File: config.mk
export PLATFORM = sky130hd
export DESIGN_NAME = add_accumulator
export DESIGN_NICKNAME = d
export VERILOG_FILES = /design/src/rtl/add_accumulator.sv
export SDC_FILE = /design/constraint.sdc
export NUM_CORES = 1
export LEC_CHECK = 0
export CORE_ASPECT_RATIO = 1.1
export CORE_UTILIZATION = 30
export CTS_CLUSTER_DIAMETER = 100
export DETAILED_ROUTE_END_ITERATION = 10
export PLACE_DENSITY_LB_ADDON = 0.15
export SETUP_SLACK_MARGIN = 0.5
export SYNTH_ARGS = -nofsm -noshare
export SYNTH_HDL_FRONTEND = slang
export SYNTH_HIERARCHICAL = 1
export SYNTH_SLANG_ARGS = --single-unit
File: constraint.sdc
create_clock -name clk -period 2.5 [get_ports clk]
set_clock_uncertainty 0.2 [all_clocks]
set_input_delay 0.75 -clock clk [delete_from_list [all_inputs] [get_ports clk]]
set_output_delay 0.75 -clock clk [all_outputs]
set_load 0.02 [all_outputs]
File: src/rtl/add_accumulator.sv
// add_accumulator: sums LEN operand beats (with per-beat carry-in) into an
// N-bit accumulator and presents the frame result with a sticky overflow flag.
// Optional build macro: ADD_ACCUMULATOR_SATURATE_EN -- a beat that carries out
// loads all ones into the accumulator instead of the wrapped sum.
//
// Handshakes (valid/ready): a transfer happens on a rising clk edge where both
// valid and ready are 1. The input side is ready whenever no result is pending;
// the result is held (acc, ovf stable) until out_valid && out_ready.
// in_ready depends only on registered state, never combinationally on out_ready.

// Ripple-carry adder used as the accumulator datapath.
module adder #(
  parameter int N = 4
) (
  input  logic [N-1:0] a,
  input  logic [N-1:0] b,
  input  logic         cin,
  output logic [N-1:0] s,
  output logic         cout
);

  logic [N:0] c;

  assign c[0] = cin;

  genvar i;
  generate
    for (i = 0; i < N; i++) begin : g_bit
      assign s[i]   = a[i] ^ b[i] ^ c[i];
      assign c[i+1] = (a[i] & b[i]) | (c[i] & (a[i] ^ b[i]));
    end
  endgenerate

  assign cout = c[N];

endmodule

module add_accumulator #(
  parameter int N   = 4,
  parameter int LEN = 4
) (
  input  logic         clk,
  input  logic         rst,
  input  logic         clear,
  input  logic         in_valid,
  output logic         in_ready,
  input  logic [N-1:0] in_data,
  input  logic         in_cin,
  output logic         out_valid,
  input  logic         out_ready,
  output logic [N-1:0] acc,
  output logic         ovf
);

  // Counter wide enough to hold LEN itself; it never counts past LEN.
  localparam int CW = $clog2(LEN + 1);

  // IDLE: empty frame; ACC: part of a frame absorbed; DONE: result pending.
  typedef enum logic [1:0] {
    IDLE = 2'd0,
    ACC  = 2'd1,
    DONE = 2'd2
  } state_t;

  // state is the FSM debug view; bind checkers to it hierarchically.
  state_t        state;
  state_t        state_nxt;
  logic [N-1:0]  acc_nxt;
  logic          ovf_nxt;
  logic [CW-1:0] cnt;
  logic [CW-1:0] cnt_nxt;

  logic [N-1:0]  sum;
  logic          cout;
  logic [N-1:0]  acc_load;
  logic          beat;
  logic          last_beat;

  adder #(.N(N)) u_adder (
    .a    (acc),
    .b    (in_data),
    .cin  (in_cin),
    .s    (sum),
    .cout (cout)
  );

  assign in_ready  = (state != DONE);
  assign out_valid = (state == DONE);
  assign beat      = in_valid && in_ready;
  assign last_beat = ((cnt + CW'(1)) == CW'(LEN));

`ifdef ADD_ACCUMULATOR_SATURATE_EN
  // Clamp to all ones on a carry-out; later beats keep adding from there.
  assign acc_load = cout ? {N{1'b1}} : sum;
`else
  // Plain modulo-2^N accumulation.
  assign acc_load = sum;
`endif

  // State and datapath registers; reset empties the frame immediately.
  always_ff @(posedge clk or posedge rst) begin
    if (rst) begin
      state <= IDLE;
      acc   <= '0;
      ovf   <= 1'b0;
      cnt   <= '0;
    end else begin
      state <= state_nxt;
      acc   <= acc_nxt;
      ovf   <= ovf_nxt;
      cnt   <= cnt_nxt;
    end
  end

  // Next-state decode: clear wins over any beat or result handshake.
  always_comb begin
    state_nxt = state;
    acc_nxt   = acc;
    ovf_nxt   = ovf;
    cnt_nxt   = cnt;
    if (clear) begin
      state_nxt = IDLE;
      acc_nxt   = '0;
      ovf_nxt   = 1'b0;
      cnt_nxt   = '0;
    end else begin
      case (state)
        IDLE, ACC: begin
          if (beat) begin
            acc_nxt   = acc_load;
            ovf_nxt   = ovf | cout;
            cnt_nxt   = cnt + CW'(1);
            state_nxt = last_beat ? DONE : ACC;
          end
        end
        DONE: begin
          if (out_ready) begin
            state_nxt = IDLE;
            acc_nxt   = '0;
            ovf_nxt   = 1'b0;
            cnt_nxt   = '0;
          end
        end
        default: begin
          state_nxt = IDLE;
          acc_nxt   = '0;
          ovf_nxt   = 1'b0;
          cnt_nxt   = '0;
        end
      endcase
    end
  end

endmodule

### Word level (Yosys, flattened, before mapping)

Index checks and enable logic that the tools add are counted.

| storage, ports and cells | value |
|---|---|
| register bits after elaboration | 10 |
| latch bits | 0 |
| RAM bits | 0 |
| ROM bits | 0 |
| input port bits | 10 |
| output and inout bits | 7 |
| word-level logic and storage cells | 53 |
| memories kept | 0 |

| operators by class | value |
|---|---|
| add/subtract/negate cells | 1 |
| multiply operators | 0 |
| divide/modulo/power cells | 0 |
| order comparisons | 0 |
| equal/unequal tests | 6 |
| shift-type cells | 0 |
| multiplexer cells | 17 |
| bitwise logic cells | 21 |
| reductions and logical operators | 4 |

Operators by type and width:

| cell | number |
|---|---|
| $mux 4 | 3 |
| $mux 3 | 3 |
| $and 1x1->1 | 8 |
| $mux 2 | 4 |
| $pmux 4 s2 | 1 |
| $xor 1x1->1 | 8 |
| $pmux 3 s2 | 1 |
| $or 1x1->1 | 5 |
| $pmux 2 s2 | 1 |
| $add 3x1->3 const B | 1 |
| $eq 3x3->1 const B | 1 |
| $mux 1 | 3 |
| $ne 3x2->1 const B | 1 |
| $ne 3x3->1 const B | 1 |
| $eq 2x1->1 const B | 1 |
| $eq 2x2->1 const B | 1 |
| $logic_not 2->1 | 1 |
| $ne 2x2->1 const B | 1 |
| $pmux 1 s2 | 1 |
| $reduce_and 2->1 | 1 |
| $reduce_or 2->1 | 1 |
| $logic_and 1x1->1 | 1 |

### Longest topological paths before layout

Gate-level depths: netlist of the first run.

| depth | value |
|---|---|
| depth after elaboration | 13 |
| mapped depth | 10 |
| depth with buffers taken out | 10 |

### Hierarchy

Netlist of the first run, hierarchy kept.

Modules (own cells, without submodules):

| module | instances | cells each | area each (µm²) | sequential area each (µm²) |
|---|---|---|---|---|
| add_accumulator | 1 | 38 | 462.9 | 250.2 |
| adder | 1 | 14 | 117.6 | 0.0 |

### Least setup slack after synthesis of the first run

No wires, ideal clock.

| timing | value |
|---|---|
| kind | input -> register |
| start | input port in_data[0] |
| end | register acc[3] |
| library setup time | 66 ps |
| arrival time | 2340 ps |
| data required time | 2234 ps |
| slack | -107 ps |
| cell stages on the path | 9 |
| path buffers | 0 |
| path through | fa_1 > inv_1 > fa_1 > inv_1 > fa_1 > inv_1 > fa_1 > inv_1 > a22o_2 |

| on the way | value |
|---|---|
| cells in the longest elaborated chain, start to end | 11 |
| elaborated cells on any way between the ends | 12 |
| classes of those cells | 3 x mux; 9 x bitwise |

RTL lines:

| item | RTL line | RTL |
|---|---|---|
| start: declaration | 47 | `input logic [N-1:0] in_data,` |
| $xor 1x1->1 | 30 | `assign c[i+1] = (a[i] & b[i]) \| (c[i] & (a[i] ^ b[i]));` |
| $and 1x1->1 | 30 |  |
| $or 1x1->1 * | 30 |  |
| $and 1x1->1 * | 30 |  |
| $or 1x1->1 * | 30 |  |
| $and 1x1->1 * | 30 |  |
| $or 1x1->1 * | 30 |  |
| $xor 1x1->1 * | 29 | `assign s[i] = a[i] ^ b[i] ^ c[i];` |
| named net acc_load[3] | 75 | `logic [N-1:0] acc_load;` |
| $mux 4 * | 129 | `if (beat) begin` |
| $pmux 4 s2 * | 127 | `case (state)` |
| $mux 4 * | 121 | `if (clear) begin` |
| end signal: assignment | 109 | `acc <= acc_nxt;` |
| end: declaration | 51 | `output logic [N-1:0] acc,` |

The timed path passes the listed nets; every way through them passes the cells marked *. The select of a mux whose other input is x is not followed.
A chain may end at the register's enable or synchronous reset.

### Worst setup path in the final report of the first run

| timing | value |
|---|---|
| start | input port in_cin |
| end | register acc[3] |

| on the way | value |
|---|---|
| cells in the longest elaborated chain, start to end | 10 |

RTL lines:

| item | RTL line | RTL |
|---|---|---|
| start: declaration | 48 | `input logic in_cin,` |
| $and 1x1->1 | 30 |  |
| $or 1x1->1 | 30 |  |
| $and 1x1->1 | 30 |  |
| $or 1x1->1 | 30 |  |
| $and 1x1->1 | 30 |  |
| $or 1x1->1 | 30 |  |
| $xor 1x1->1 | 29 |  |
| named net acc_load[3] | 75 |  |
| $mux 4 | 129 |  |
| $pmux 4 s2 | 127 |  |
| $mux 4 | 121 |  |

The timed path passes the listed nets, and every way through them passes these cells. The select of a mux whose other input is x is not followed.

==> impl_metrics.csv, run 1 <==
group,metric,value,unit
worst_setup_path,path_max_fanout,1,
clock_network,ctsRootBufferMaster,"clkbuf_4",
final_layout,nets,93,
sta,slew_violations,0,
final_layout,final_cells,94,
clock_network,clk_latency,0.26,ns
synth,synth_seq_cells,10,
drt,post_drt_wl_per_cell,11.7,microns
final_layout,drive_above_1_share,0.421,
worst_setup_path,critPathArrivalTime,2.45,ns
min_path,hold_end,"cnt[2]$_DFFE_PP0P_",
global_route,grt_pass1_vias,418,
synth,synth_xor_area_frac,0.0151,
synth,syn_inst,52,
placement,dp.cells,88,
synth,synth-seq-area-share,0.431,
drt,drt_iter0_drc,2,
worst_setup_path,reg2reg_from,"acc[0]$_DFFE_PP0P_",
sta,setup_viol,0,
floorplanning,core_area,1800,sq um
drt,ant_nets,0,
final_layout,area_growth_syn_to_layout,43.5,%
pwr,peakVddDrop,0.217,mV
floorplanning,fp.dieH,48.1,microns
synth,synth.cell_area,581,sq um
drt,drtPass1Iterations,6,
clock_network,cts_buffer_depth,2,
sta,finalCritPeriodShare,0.978,
floorplanning,io_pins,17,
floorplanning,dieArea,2120,sq um
synth,synth_top_family_by_area,"compound AO/OA/AOI/OAI gates",
drt,drt_wl_total,1100,microns
global_route,grt-ovfl-total,0,
drt,wl_met2,545,microns
flow_run,maxCapViolCount,0,
synth,yosysWarnings,6,
pwr,cellPowerDensity,530,nW/um^2
drt,drt-met1-wl,476,microns
clock_network,cts_made_buffers,3,
clock_network,cts.clk_slew.worst_paths,0.07,ns
global_route,grt_max_degree,11,
global_route,antenna_found_initial,0,
worst_setup_path,rr_endpoint,"acc[3]$_DFFE_PP0P_",
final_layout,fillCellCount,181,
placement,gp_congestion,0.692,
placement,dpl.hpwl,823,microns
outcome,status,"completed",
floorplanning,rows,16,
sta,setup-tns-final,0,ns
clock_network,htreeDepth,1,
synth,yosys.area.top_type,"dfrtp_1",
synth,synthSimpleGateAreaFrac,0.0776,
min_path,hold_path.class,"flop to flop",
min_path,worstHoldStart,"cnt[2]$_DFFE_PP0P_",
final_layout,multiInputGateArea,298,sq um
worst_setup_path,reg2reg_slack,0.17,ns
sta,fmax,409,MHz
pwr,power,0.000442,W
floorplanning,initial_core_util,0.322,
min_path,hold_depth,1,
synth,synth_cell_types,18,
drt,top_layer_used,"met4",
final_layout,register_area,250,sq um
synth,ys_top_cells_by_area,"dfrtp_1 43%, fa_1 14%, a22o_2 8.6%, inv_1 8.4%, ha_1 4.3%",
clock_network,cts-hold-fix-buffers,0,
worst_setup_path,critical_path_class,"input pin to flop",
sta,rsz0062_at_grt,"true",
placement,numPortBuffers,16,
sta,final_hold_viol_count,0,
clock_network,cts.sinks,10,
worst_setup_path,worstSetupStartpointType,"input pin",
synth,syn_area_per_cell,11.2,sq um
worst_setup_path,required,2.50,ns
sta,min_period,2.45,ns
drt,vias,459,
drt,met3_length,62,microns
synth,syn_nets,68,
sta,tightestPinTransition,0.391,ns
global_route,grt_pass1_wl,1770,microns
final_layout,diodes,0,
synth,synth_fa_ha_area_frac,0.181,
synth,muxShareOfSynthArea,0.0194,
drt,post-route-drc-count,0,
worst_setup_path,worst-r2r-cell-count,9,
synth,synth_compound_area_frac,0.192,
global_route,grtUsageTotal,0.124,
pwr,p_leak,0.425,nW
synth,synth_top_area_frac,0.431,
floorplanning,die_w,43.9,microns
clock_network,cts_tree,"built",
worst_setup_path,critical_path.endpoint_type,"flop",
drt,viasPerCell,4.88,
sta,relSlewSlack,0.739,
## power by group
part	leakage, nW	internal (W)	switching (W)
clock	0.0210	0.0000883	0.0000551
combinational	0.271	0.0000557	0.0000541
sequential	0.134	0.000175	0.0000129
## cell usage in the layout (no fill, tap or decap), drive strengths merged
master and instances:
a211oi 1, a21oi 1, a22o 5, a311oi 1
a31oi 3, buf 8, clkbuf 5, clkdlybuf4s15 1
clkdlybuf4s50 5, dfrtp 10, dlygate4sd2 4, dlymetal6s2s 1
fa 4, ha 2, inv 13, mux2 1
nand2 2, nand3 1, nor2 2, nor3b 1
o21ai 2, or2 1, or3b 1, xor2 1
## sequential cells by signal, summed over array words and instances (netlist names)
signal and count:
state 2, cnt 3, acc 4, ovf 1
## synth_stat cells
| master | instances |
|---|---|
| mux2_2 | 1 |
| a22o_2 | 5 |
| a211oi_1 | 1 |
| nand2_1 | 2 |
| ha_1 | 2 |
| nor2_1 | 2 |
| or3b_4 | 1 |
| xor2_1 | 1 |
| inv_1 | 13 |
| a21oi_4 | 1 |
| fa_1 | 4 |
| dfrtp_1 | 10 |
| a311oi_1 | 1 |
| a31oi_1 | 3 |
| or2_2 | 1 |
| o21ai_0 | 2 |
| nor3b_1 | 1 |
| nand3_1 | 1 |
## metrics by stage
step | utilization | cell area [sq um] | hold WS (ns) | setup slack (ns)
after detailed placement | 0.438 | 788 | 0.316 | -0.667
after global routing | 0.463 | 833 | 0.349 | 0.0203
after global placement | 0.438 | 788 | 0.309 | -0.661
final | 0.463 | 833 | 0.323 | 0.0549
after CTS | 0.452 | 815 | 0.327 | 0.00620
after floorplan | - | 591 | 0.274 | -0.0964
## how the worst max path moves through the flow
stage | from | end | cells after the start | slack, ns
5_1_grt | in_cin | acc[3]$_DFFE_PP0P_ | 10 | 0.02
3_3_place_gp | in_data[0] | acc[3]$_DFFE_PP0P_ | 10 | -0.66
3_5_place_dp | in_data[0] | acc[3]$_DFFE_PP0P_ | 10 | -0.67
6_report | in_cin | acc[3]$_DFFE_PP0P_ | 10 | 0.05
4_1_cts | in_cin | acc[3]$_DFFE_PP0P_ | 10 | 0.006
2_1_floorplan | in_data[0] | acc[3]$_DFFE_PP0P_ | 9 | -0.1
## metal layers
| metal | vias to the layer above | GRT usage |
|---|---|---|
| li1 | 221 | - |
| met3 | 2 | 0.0296 |
| met2 | 14 | 0.194 |
| met1 | 222 | 0.145 |
| met4 | 0 | 0.109 |
| met5 | - | 0 |
## critical path, stage by stage
cell and delay [ns]:
buf_6 0.09, fa_2 0.34, inv_2 0.06, fa_2 0.18
inv_2 0.04, fa_2 0.34, inv_2 0.06, fa_2 0.42
inv_2 0.05, a22o_2 0.11
## cell families (layout without fill, tap and decap cells)
kind of cell               Yosys count  in the layout
adders and majority gates            6              6
buffers and inverters               13             37
xor gates and xnor gates             1              1
AOI/OAI and AO/OA                   13             13
and+or+nand+nor                      8              8
DFF                                 10             10
muxes                                1              1
## area by class of cell
| class | instances | area share |
|---|---|---|
| Clock buffer | 4 | 0.0435 |
| Inverter | 13 | 0.0586 |
| Multi-Input combinational cell | 29 | 0.357 |
| Sequential cell | 10 | 0.300 |
| Tap cell | 18 | 0.0270 |
| Timing Repair Buffer | 20 | 0.213 |
## timing repair
item	in CTS	in global routing
endpoints found under the hold margin	0	0
pin swaps	8	5
setup endpoints to repair	13	12
buffers inserted	0	2
gates resized for setup	28	6
Power figures use the tool's default switching activity.
==> run 2, diff against run 1 <==
Settings changed: GPL_TIMING_DRIVEN from default to 0, SETUP_SLACK_MARGIN 0.5 to default.
==> run 2 against run 1 <==
Compared with the run above: combinational power about the same; final area down 2.7%; sequential share of layout area up 0.99 points; largest cell class unchanged.
==> impl_metrics.csv, run 2 (synthesis gave the netlist of run 1 again) <==
group,metric,value,unit
final_layout,final_common_cell,"clkdlybuf4s50_1",
final_layout,fillCellCount,180,
pwr,p_comb_frac,0.246,
global_route,grt_pass1_vias,394,
worst_setup_path,critical_path_class,"input pin to flop",
pwr,power.internal,0.000322,W
pwr,p_seq_frac,0.420,
floorplanning,rows,16,
final_layout,nets,89,
final_layout,regMostFlops,"acc",
sta,setup-tns-final,0,ns
clock_network,clk_latency,0.27,ns
worst_setup_path,cp_num_buf_inv,5,
worst_setup_path,critPathSlowestCell,"fa_1",
worst_setup_path,critPathTopFamily,"adder cells",
final_layout,area_growth_syn_to_layout,39.7,%
clock_network,cts.clk_slew.worst_paths,0.07,ns
pwr,peakVddDrop,0.229,mV
global_route,grt_max_degree,11,
sta,rsz0062_at_grt,"true",
worst_setup_path,path_max_fanout,1,
floorplanning,die_w,43.9,microns
final_layout,final_core_util,0.450,
sta,tightestPinTransition,0.771,ns
sta,min_period,2.43,ns
sta,finalCritPeriodShare,0.970,
drt,drt_wl_total,1070,microns
sta,final_hold_viol_count,0,
drt,drt_iter0_drc,10,
drt,vias,428,
clock_network,cts.sinks,10,
final_layout,diodes,0,
worst_setup_path,critPathArrivalTime,2.43,ns
floorplanning,dieArea,2120,sq um
pwr,cellPowerDensity,551,nW/um^2
floorplanning,io_pins,17,
min_path,hold_path.class,"flop to flop",
drt,viasPerCell,4.76,
worst_setup_path,critPathMaxStageDelay,0.40,ns
clock_network,cts_buffer_depth,2,
sta,fmax,412,MHz
worst_setup_path,reg2reg_slack,0.18,ns
floorplanning,fp.dieH,48.1,microns
outcome,status,"completed",
pwr,p_leak,0.387,nW
global_route,grtUsageTotal,0.121,
clock_network,htreeDepth,1,
global_route,grt-ovfl-total,0,
clock_network,ctsRootBufferMaster,"clkbuf_4",
global_route,antenna_found_initial,0,
worst_setup_path,worstSetupStartpointType,"input pin",
sta,slew_violations,0,
final_layout,reg_top3,"acc (4), cnt (3), state (2)",
worst_setup_path,required,2.51,ns
final_layout,register_area,251,sq um
drt,ant_nets,0,
sta,relSlewSlack,0.485,
floorplanning,initial_core_util,0.322,
clock_network,cts_tree,"built",
final_layout,mostFrequentLayoutCells,"11 x clkdlybuf4s50_1, 10 x inv_1, 9 x dfrtp_1",
worst_setup_path,cp_cell_sequence,"buf_6, fa_2, inv_2, fa_2, inv_2, fa_2, inv_2, fa_1, inv_1, a22o_2",
flow_run,maxCapViolCount,0,
pwr,pwr-share-clk,0.334,
clock_network,cts_made_buffers,3,
global_route,grt_pass1_wl,1730,microns
sta,setup_viol,0,
placement,numPortBuffers,16,
drt,post_drt_wl_per_cell,11.8,microns
final_layout,drive_above_1_share,0.306,
drt,drtPass1Iterations,6,
drt,post-route-drc-count,0,
final_layout,largest_register_ffs,4,
pwr,switchingPower,0.000125,W
floorplanning,core_area,1800,sq um
worst_setup_path,critical_path.endpoint_type,"flop",
placement,gp_congestion,0.629,
pwr,p_sw_frac,0.279,
placement,dpl.hpwl,779,microns
final_layout,multiInputGateArea,289,sq um
## run 2: cell count changes in the layout (fill, tap and decap cells not counted), moves of 2 or more
cell             delta
dlygate4sd2_1       -2
buf_4               -5
inv_1               +2
clkdlybuf4s50_1     +6
inv_2               -2
## run 2: power by group through the flow
stage / registers [W] / logic, W / clock network, W
after floorplan: 0.000201 / 0.0000485 / 0
final: 0.000188 / 0.000110 / 0.000149
after CTS: 0.000188 / 0.000113 / 0.000153
after global routing: 0.000190 / 0.000125 / 0.000168
after detailed placement: 0.000190 / 0.000109 / 0
after global placement: 0.000190 / 0.000105 / 0
## run 2: stage by stage
stage                     cells  instance area [sq um]  setup slack, ns  power [W]  hold WS [ns]
after floorplan              52                    581           -0.107   0.000250         0.274
after global placement       86                    763           -0.615   0.000295         0.309
after detailed placement     86                    763           -0.666   0.000299         0.319
after CTS                    90                    801          0.00117   0.000454         0.328
after global routing         90                    811         -0.00209   0.000482         0.360
final                        90                    811           0.0750   0.000447         0.328
## run 2: timing repair
action / CTS / global route
endpoints found under the setup margin: 4 / 3
resized for setup: 17 / 3
setup buffers: 0 / 0
hold buffers: 0 / 0
pin swaps: 4 / 5
## run 2: area by class of cell
cell class	instances	share of cell area
clock buffers	4	0.0448
inverters	13	0.0602
multi-input cells	29	0.356
flip-flops and latches	10	0.310
well taps	18	0.0278
repair buffers	16	0.201
## run 2: routing by layer
| metal | share of wire | wire (microns) | GRT usage |
|---|---|---|---|
| met1 | 0.50 | 529 | 0.161 |
| met5 | 0 | 0 | 0 |
| met3 | 0.038 | 40 | 0.0333 |
| met4 | 0.027 | 29 | 0.109 |
| met2 | 0.44 | 467 | 0.161 |
## run 2: path summary, 6_finish.rpt
path                                     from                   end  cells past startpoint
max                                in_data[0]    acc[3]$_DFFE_PP0P_                     10
min in group asynchronous                 rst    acc[2]$_DFFE_PP0P_                      2
min                        cnt[2]$_DFFE_PP0P_    cnt[2]$_DFFE_PP0P_                      1
max reg2reg                acc[0]$_DFFE_PP0P_    acc[3]$_DFFE_PP0P_                      9
max in group asynchronous                 rst  state[1]$_DFFE_PP0P_                      2
min reg2reg                cnt[2]$_DFFE_PP0P_    cnt[2]$_DFFE_PP0P_                      1
## run 2: worst register-to-register path, cell delays in order, from the launching register on
cell     delay, ns
dfrtp_1       0.42
fa_2          0.40
inv_2         0.06
fa_2          0.18
inv_2         0.04
fa_2          0.32
inv_2         0.06
fa_1          0.40
inv_1         0.06
a22o_2        0.12
